**src/rtl/addsub_seq_pkg.sv**
```systemverilog
// Shared types and constants for the byte-serial add/subtract unit.
package addsub_seq_pkg;

    localparam int BYTE_W = 8;

    typedef enum logic [1:0] {
        ST_IDLE = 2'd0,
        ST_RUN  = 2'd1,
        ST_DONE = 2'd2
    } state_t;

    // Width of the byte index: clog2(nbytes), never less than one bit.
    function automatic int idx_w(input int nbytes);
        int w;
        if (nbytes <= 1) begin
            w = 1;
        end else begin
            w = $clog2(nbytes);
        end
        return w;
    endfunction

endpackage

```
**src/rtl/add8.sv**
```systemverilog
// 8-bit ripple adder with carry in/out; purely combinational.
module add8
    import addsub_seq_pkg::*;
(
    input  logic [BYTE_W-1:0] a,
    input  logic [BYTE_W-1:0] b,
    input  logic              cin,
    output logic [BYTE_W-1:0] sum,
    output logic              cout
);

    assign {cout, sum} = {1'b0, a} + {1'b0, b} + {{BYTE_W{1'b0}}, cin};

endmodule

```
**src/rtl/addsub_seq.sv**
```systemverilog
// Byte-serial add/subtract: one shared add8 walks the operands low byte
// first, carrying through a flop; result and flags update only on entry
// to DONE so partial sums never reach the outputs.
module addsub_seq
    import addsub_seq_pkg::*;
#(
    parameter int NBYTES = 2
) (
    input  logic                     clk,
    input  logic                     rst,
    input  logic                     start,
    input  logic                     sub,
    input  logic [BYTE_W*NBYTES-1:0] a,
    input  logic [BYTE_W*NBYTES-1:0] b,
    input  logic                     carry_in,
    output logic                     busy,
    output logic                     done,
    output logic [BYTE_W*NBYTES-1:0] result,
    output logic                     carry_out,
    output logic                     overflow,
    output logic                     zero
);

    localparam int W  = BYTE_W * NBYTES;
    localparam int KW = idx_w(NBYTES);
    localparam logic [KW-1:0] LAST_K = KW'(NBYTES - 1);

    state_t          state_r;
    logic [KW-1:0]   k_r;
    logic            carry_r;
    logic [W-1:0]    a_r;
    logic [W-1:0]    b_r;     // already inverted for subtract
    logic [W-1:0]    acc_r;
    logic [W-1:0]    acc_next_s;
    logic [BYTE_W-1:0] sum_s;
    logic            cout_s;

    add8 u_add8 (
        .a    (a_r[k_r*BYTE_W +: BYTE_W]),
        .b    (b_r[k_r*BYTE_W +: BYTE_W]),
        .cin  (carry_r),
        .sum  (sum_s),
        .cout (cout_s)
    );

    // Accumulator with the current byte slice replaced by this cycle's sum.
    always_comb begin
        acc_next_s = acc_r;
        acc_next_s[k_r*BYTE_W +: BYTE_W] = sum_s;
    end

    // Control FSM, byte datapath and registered outputs.
    always_ff @(posedge clk or posedge rst) begin
        if (rst) begin
            state_r   <= ST_IDLE;
            k_r       <= '0;
            carry_r   <= 1'b0;
            a_r       <= '0;
            b_r       <= '0;
            acc_r     <= '0;
            result    <= '0;
            carry_out <= 1'b0;
            overflow  <= 1'b0;
            zero      <= 1'b0;
            done      <= 1'b0;
            busy      <= 1'b0;
        end else begin
            case (state_r)
                ST_IDLE: begin
                    done <= 1'b0;
                    if (start) begin
                        a_r     <= a;
                        b_r     <= sub ? ~b : b;
                        carry_r <= sub ? 1'b1 : carry_in;
                        k_r     <= '0;
                        busy    <= 1'b1;
                        state_r <= ST_RUN;
                    end else begin
                        busy    <= 1'b0;
                        state_r <= ST_IDLE;
                    end
                end
                ST_RUN: begin
                    acc_r   <= acc_next_s;
                    carry_r <= cout_s;
                    if (k_r == LAST_K) begin
                        result    <= acc_next_s;
                        carry_out <= cout_s;
                        overflow  <= (a_r[W-1] == b_r[W-1]) &&
                                     (acc_next_s[W-1] != a_r[W-1]);
                        zero      <= ~|acc_next_s;
                        done      <= 1'b1;
                        state_r   <= ST_DONE;
                    end else begin
                        k_r     <= k_r + KW'(1);
                        state_r <= ST_RUN;
                    end
                end
                ST_DONE: begin
                    done    <= 1'b0;
                    busy    <= 1'b0;
                    state_r <= ST_IDLE;
                end
                default: begin
                    done    <= 1'b0;
                    busy    <= 1'b0;
                    state_r <= ST_IDLE;
                end
            endcase
        end
    end

endmodule
```
**config.mk**
```make
export PLATFORM = sky130hd
export DESIGN_NAME = addsub_seq
export DESIGN_NICKNAME = d
export VERILOG_FILES = /design/src/rtl/addsub_seq_pkg.sv /design/src/rtl/add8.sv /design/src/rtl/addsub_seq.sv
export SDC_FILE = /design/constraint.sdc
export NUM_CORES = 1
export LEC_CHECK = 0
export BUFFER_PORTS_ARGS = -buffer_cell sky130_fd_sc_hd__buf_2
export CORE_ASPECT_RATIO = 0.7
export CORE_MARGIN = 2
export CORE_UTILIZATION = 40
export CTS_CLUSTER_SIZE = 16
export DETAILED_ROUTE_END_ITERATION = 10
export GPL_TIMING_DRIVEN = 0
export SLEW_MARGIN = 20
export SYNTH_ARGS = -nofsm -noshare
export SYNTH_HDL_FRONTEND = slang
export SYNTH_HIERARCHICAL = 1
export SYNTH_SLANG_ARGS = --single-unit
```
**constraint.sdc**
```tcl
create_clock -name clk -period 3.8 [get_ports clk]
set_input_delay 0.57 -clock clk [delete_from_list [all_inputs] [get_ports clk]]
set_output_delay 0.57 -clock clk [all_outputs]
set_load 0.01 [all_outputs]
```
Word level (Yosys, flattened, before mapping)
Cells that the tools add are included.
{ "classes": {"n_addsub": 4, "n_eq_ne": 5, "shift": 4, "n_mux": 15, "bitwise_logic": 1, "reduce_logical": 8} }
{ "op_table": {"columns": ["cell", "count"], "rows": [
  ["4-bit negator with 34-bit output", 1],
  ["8-bit by 34-bit variable shift with 16-bit output, first input constant", 1],
  ["8-bit by 34-bit variable part select with 16-bit output", 1],
  ["16-bit by 5-bit variable part select with 8-bit output", 2],
  ["16-bit bitwise mux", 1],
  ["16-bit 2-to-1 mux", 1],
  ["16-bit NOT", 1],
  ["16-bit OR reduction", 1],
  ["8-bit by 8-bit adder with 9-bit output", 1],
  ["9-bit by 1-bit adder with 9-bit output", 1],
  ["1-bit 2-to-1 mux", 8],
  ["1-bit case mux with 2 select lines", 3],
  ["2-bit AND reduction", 3],
  ["2-bit inequality test, second input constant", 2],
  ["2-bit case mux with 2 select lines", 1],
  ["2-bit by 1-bit == test with 1-bit output, second input constant", 1],
  ["2-bit zero test", 1],
  ["2-bit 2-to-1 mux", 1],
  ["2-bit nonzero test", 1],
  ["1-bit adder, second input constant", 1],
  ["1-bit == test", 1],
  ["1-bit logical AND", 1],
  ["1-bit zero test", 1],
  ["1-bit inequality test", 1]
]} }
{ "word_totals": {"regBits": 73, "inputBits": 37, "out_inout_bits": 21, "elab_cells": 49} }

Depth between registers and ports, before layout
{ "depth": {"word_depth": 7, "depth_mapped": 12, "mapped_depth_nobuf": 10} }

Hierarchy
The synthesis kept the hierarchy.
{ "modules_own_cells": {"columns": ["mod", "instances", "cells_each", "area_per_inst_um2", "seq_area_each_um2"], "rows": [
  ["addsub_seq", 1, 216, 2871.5, 1626.6],
  ["add8", 1, 42, 331.6, 0.0]
]} }

Worst setup path after synthesis
Ideal clock, no wire load.
{ "synth_path": {"kind": "reg2reg", "from": "reg k_r", "to": "reg zero", "setup_time_ns": 0.083, "arrival_time_ns": 2.864, "required_time_ns": 3.717, "slack_ns": 0.854, "stages_incl_launch_ff": 13, "n_path_buf": 2, "synth_period_minus_slack_ns": 2.946, "path_cell_list": "dfrtp_1 > buf_4 > buf_4 > mux2_2 > fa_1 > fa_1 > a21oi_1 > nor2_1 > nor2_1 > xnor2_1 > nor4_1 > nand4_1 > o21ai_0"} }
{ "synth_via": {"elab_chain_cells": 7, "elab_cells_between_ends": 11, "classes_between": "add/sub: 3; shift: 4; mux: 1; reduce/logical: 3"} }
{ "synth_rtl": {"columns": ["element", "line_no", "source"], "rows": [
  ["start, declared", "addsub_seq.sv:29", "logic [KW-1:0] k_r;"],
  ["start signal, assigned", "addsub_seq.sv:95", "k_r <= k_r + KW'(1);"],
  ["16-bit by 5-bit variable part select with 8-bit output (on tied branches)", "addsub_seq.sv:39, addsub_seq.sv:40", null],
  ["8-bit by 8-bit adder with 9-bit output *", "add8.sv:12", "assign {cout, sum} = {1'b0, a} + {1'b0, b} + {{BYTE_W{1'b0}}, cin};"],
  ["9-bit by 1-bit adder with 9-bit output *", "add8.sv:12", null],
  ["net sum_s[6]", "addsub_seq.sv:35", "logic [BYTE_W-1:0] sum_s;"],
  ["8-bit by 34-bit variable part select with 16-bit output *", "addsub_seq.sv:49", "acc_next_s[k_r*BYTE_W +: BYTE_W] = sum_s;"],
  ["16-bit bitwise mux *", "addsub_seq.sv:49", null],
  ["16-bit OR reduction *", "addsub_seq.sv:91", "zero <= ~|acc_next_s;"],
  ["1-bit zero test *", "addsub_seq.sv:91", null],
  ["end signal, assigned", "addsub_seq.sv:91", null],
  ["end, declared", "addsub_seq.sv:21", "output logic zero"]
]} }
Mark *: on every way through the listed nets, which the timed path passes. The rest lies on a longest branch.
A chain may end at the register's enable or synchronous reset.

Final worst setup path
Same ends and word-level chain as after synthesis.

==> flow_metrics.tcl <==
set metrics [dict create \
    die_x_um 111 \
    hold_class "in2async" \
    required_ns 4.05 \
    row_count 27 \
    cts_tree "built" \
    synth_common_cells "65 x dfrtp_1, 54 x mux2_2, 23 x a21oi_1, 23 x nor2_1, 18 x xnor2_1" \
    ant_nets 0 \
    synth_top_area_share_pct 50.8 \
    htree_levels 3 \
    tightestPinTransition_ns 0.359 \
    postSynthCellCount 258 \
    antennaDiodeCount 0 \
    synth_most_common_cell "dfrtp_1" \
    cp_slowest_cell "fa_1" \
    via_count 2111 \
    area_growth_pct 24.1 \
    cts.clk_slew.worst_paths_ns 0.06 \
    finalSetupTns_ns 0 \
    preCtsSetupSlack_ns 0.376 \
    track_usage_pct 17.0 \
    core_um2 7800 \
    hpwl_mm 4.95 \
    layout-drive-gt1-share_pct 44.4 \
    cts_root_buf "clkbuf_16" \
    finalSetupViolCount 0 \
    chipHeight_um 78.9 \
    finalWirelength_mm 6.65 \
    power_density_nw_per_um2 1140 \
    maxCapViolCount 0 \
    drv_slew 0 \
    crit_fanout 10 \
    start_util_pct 41.0 \
    ctsResizeCount 0 \
    vdd_drop_max_mv 0.445 \
    synth_area_um2 3200 \
    dr.first_iter.drc_count 97 \
    max_freq_mhz 291 \
    grt_max_degree 37 \
    rsz0062_at_grt "false" \
    clock_latency_ns 0.33 \
    ys_ff_latch 65 \
    vias_per_cell 4.89 \
    clockBufferDepth 2 \
    synthDistinctLibCells 35 \
    cts_buffers 9 \
    ios 58 \
    synth_top_area_cell "dfrtp_1" \
    hold_buffers 0 \
    yosysWarnings 6 \
    layout_setup_ws_ns 0.361 \
    p_leak_nw 1.78 \
    cpPeakStageDelay_ns 0.47 \
    cp-end-kind "flop" \
    period_share_pct 90.5 \
    drc 0 \
    outcome "finished clean" \
    hold_viol 0 \
    portBuffers 56 \
    nets 372 \
    cts_setup_buffers 0 \
    grt_first_pass_wirelength_mm 11.3 \
    critPathLaunchType "flop" \
    syn_nets 304 \
    path_class "reg2reg" \
    arrival_ns 3.69 \
    dr.pass1.iters 4 \
    fin_skew_ns 0.00840 \
    cpLargestDelayFamily "adder cells" \
    first_global_vias 2237 \
    synth.area.top_cells "dfrtp_1 51%, mux2_2 19%, xnor2_1 4.9%" \
    r2r_slack_ns 0.36 \
    yosysSeqAreaShare_pct 50.8 \
    synthArstFlopShare_pct 100 \
    slew_headroom_pct 75.5 \
    antenna_found_initial 0 \
    cp_cell_sequence "buf_4 > buf_4 > mux2_2 > fa_1 > fa_1 > a21oi_1 > nor2_1 > nor2_1 > xnor2_1 > nor4_1 > nand4_1 > o21ai_0" \
    ys_dominant_reg_cell "dfrtp_1" \
    clock_sinks 65 \
    die_area_um2 8750 \
    routabilityCongestion 0.789 \
    avgSynthCellArea_um2 12.4 \
    overflow 0 \
    critical_path_buf_inv_count 2 \
    wl_per_cell_um 15.4 \
    synth_edf_count 0 \
    fin_crit_ns 3.44 \
]
## state kept, by name, indices dropped and copies added (netlist names)
name	cells
k_r	1
result	16
b_r	16
zero	1
a_r	16
acc_r	8
busy	1
carry_r	1
carry_out	1
done	1
state_r	2
overflow	1
## layout make-up
cell class / count / area, um2
Buffer: 13 / 111
Clock buffer: 9 / 225
Clock inverter: 7 / 119
Fill cell: 708 / 3830
Inverter: 7 / 28.8
Multi-Input combinational cell: 173 / 1440
Sequential cell: 65 / 1630
Tap cell: 101 / 126
Timing Repair Buffer: 57 / 300
## worst reg2reg max path, stage by stage (launching register included)
cell and delay (ns):
dfrtp_1 0.39, buf_4 0.23, buf_4 0.23, mux2_2 0.38, fa_1 0.47, fa_1 0.41
a21oi_1 0.24, nor2_1 0.06, nor2_1 0.15, xnor2_1 0.12, nor4_1 0.36, nand4_1 0.15
o21ai_0 0.18
## metal layers
| metal | track usage, % | vias to the layer above | routed length, um |
|---|---|---|---|
| li1 | - | 1036 | - |
| met1 | 24.2 | 1017 | 3420 |
| met2 | 24.6 | 53 | 2840 |
| met3 | 6.18 | 5 | 352 |
| met4 | 4.13 | 0 | 42 |
| met5 | 0 | - | 0 |
## cell families (layout without fill, tap and decap cells)
family | after synthesis | after routing | synth area share (%)
flip-flops | 65 | 65 | 50.8
multiplexers | 58 | 58 | 20.3
AND/OR/NAND/NOR | 49 | 49 | 8.44
AO/OA/AOI/OAI | 37 | 37 | 6.72
XOR/XNOR | 20 | 20 | 5.47
buffers and inverters | 20 | 93 | 4.30
adder cells (fa/ha/maj) | 9 | 9 | 3.98
## cell usage in the layout (no fill, tap or decap), types with 3 or more instances in the layout
cell type,synthesis,layout
dfrtp_1,65,65
buf_4,6,6
nor4_1,5,5
ha_1,7,7
clkbuf_16,0,9
nand2_1,7,7
inv_1,6,5
mux2_2,54,54
xnor2_1,18,18
buf_6,5,5
bufinv_16,0,3
buf_2,2,58
a21oi_1,23,23
nor2_1,23,23
o21ai_0,5,5
## final timing paths
kind,from,endpoint,cells after the start
min in group clk,a[14],a_r[14],2
min reg2reg,overflow,overflow,2
max reg2reg,k_r,zero,12
min,rst,result[7],2
max in group asynchronous,rst,a_r[4],3
max,k_r,zero,12
## where the power goes
| part | leakage, nW | internal (mW) | switching [mW] |
|---|---|---|---|
| Sequential | 0.759 | 1.05 | 0.196 |
| Clock | 0.162 | 0.640 | 0.303 |
| Combinational | 0.863 | 1.11 | 1.22 |
## per-stage QoR
step / instances / util, % / hold slack [ns] / total power, mW / cell area, um2
final: 432 / 51.0 / 0.229 / 4.52 / 3980
after CTS: 432 / 51.0 / 0.243 / 4.57 / 3980
after floorplan: 258 / - / 0.452 / 2.97 / 3200
after detailed placement: 416 / 46.5 / 0.474 / 3.60 / 3630
after global routing: 432 / 51.0 / 0.268 / 4.90 / 3980
after global placement: 415 / 46.3 / 0.458 / 3.53 / 3610
No activity file was read; power rests on OpenSTA's default activity.
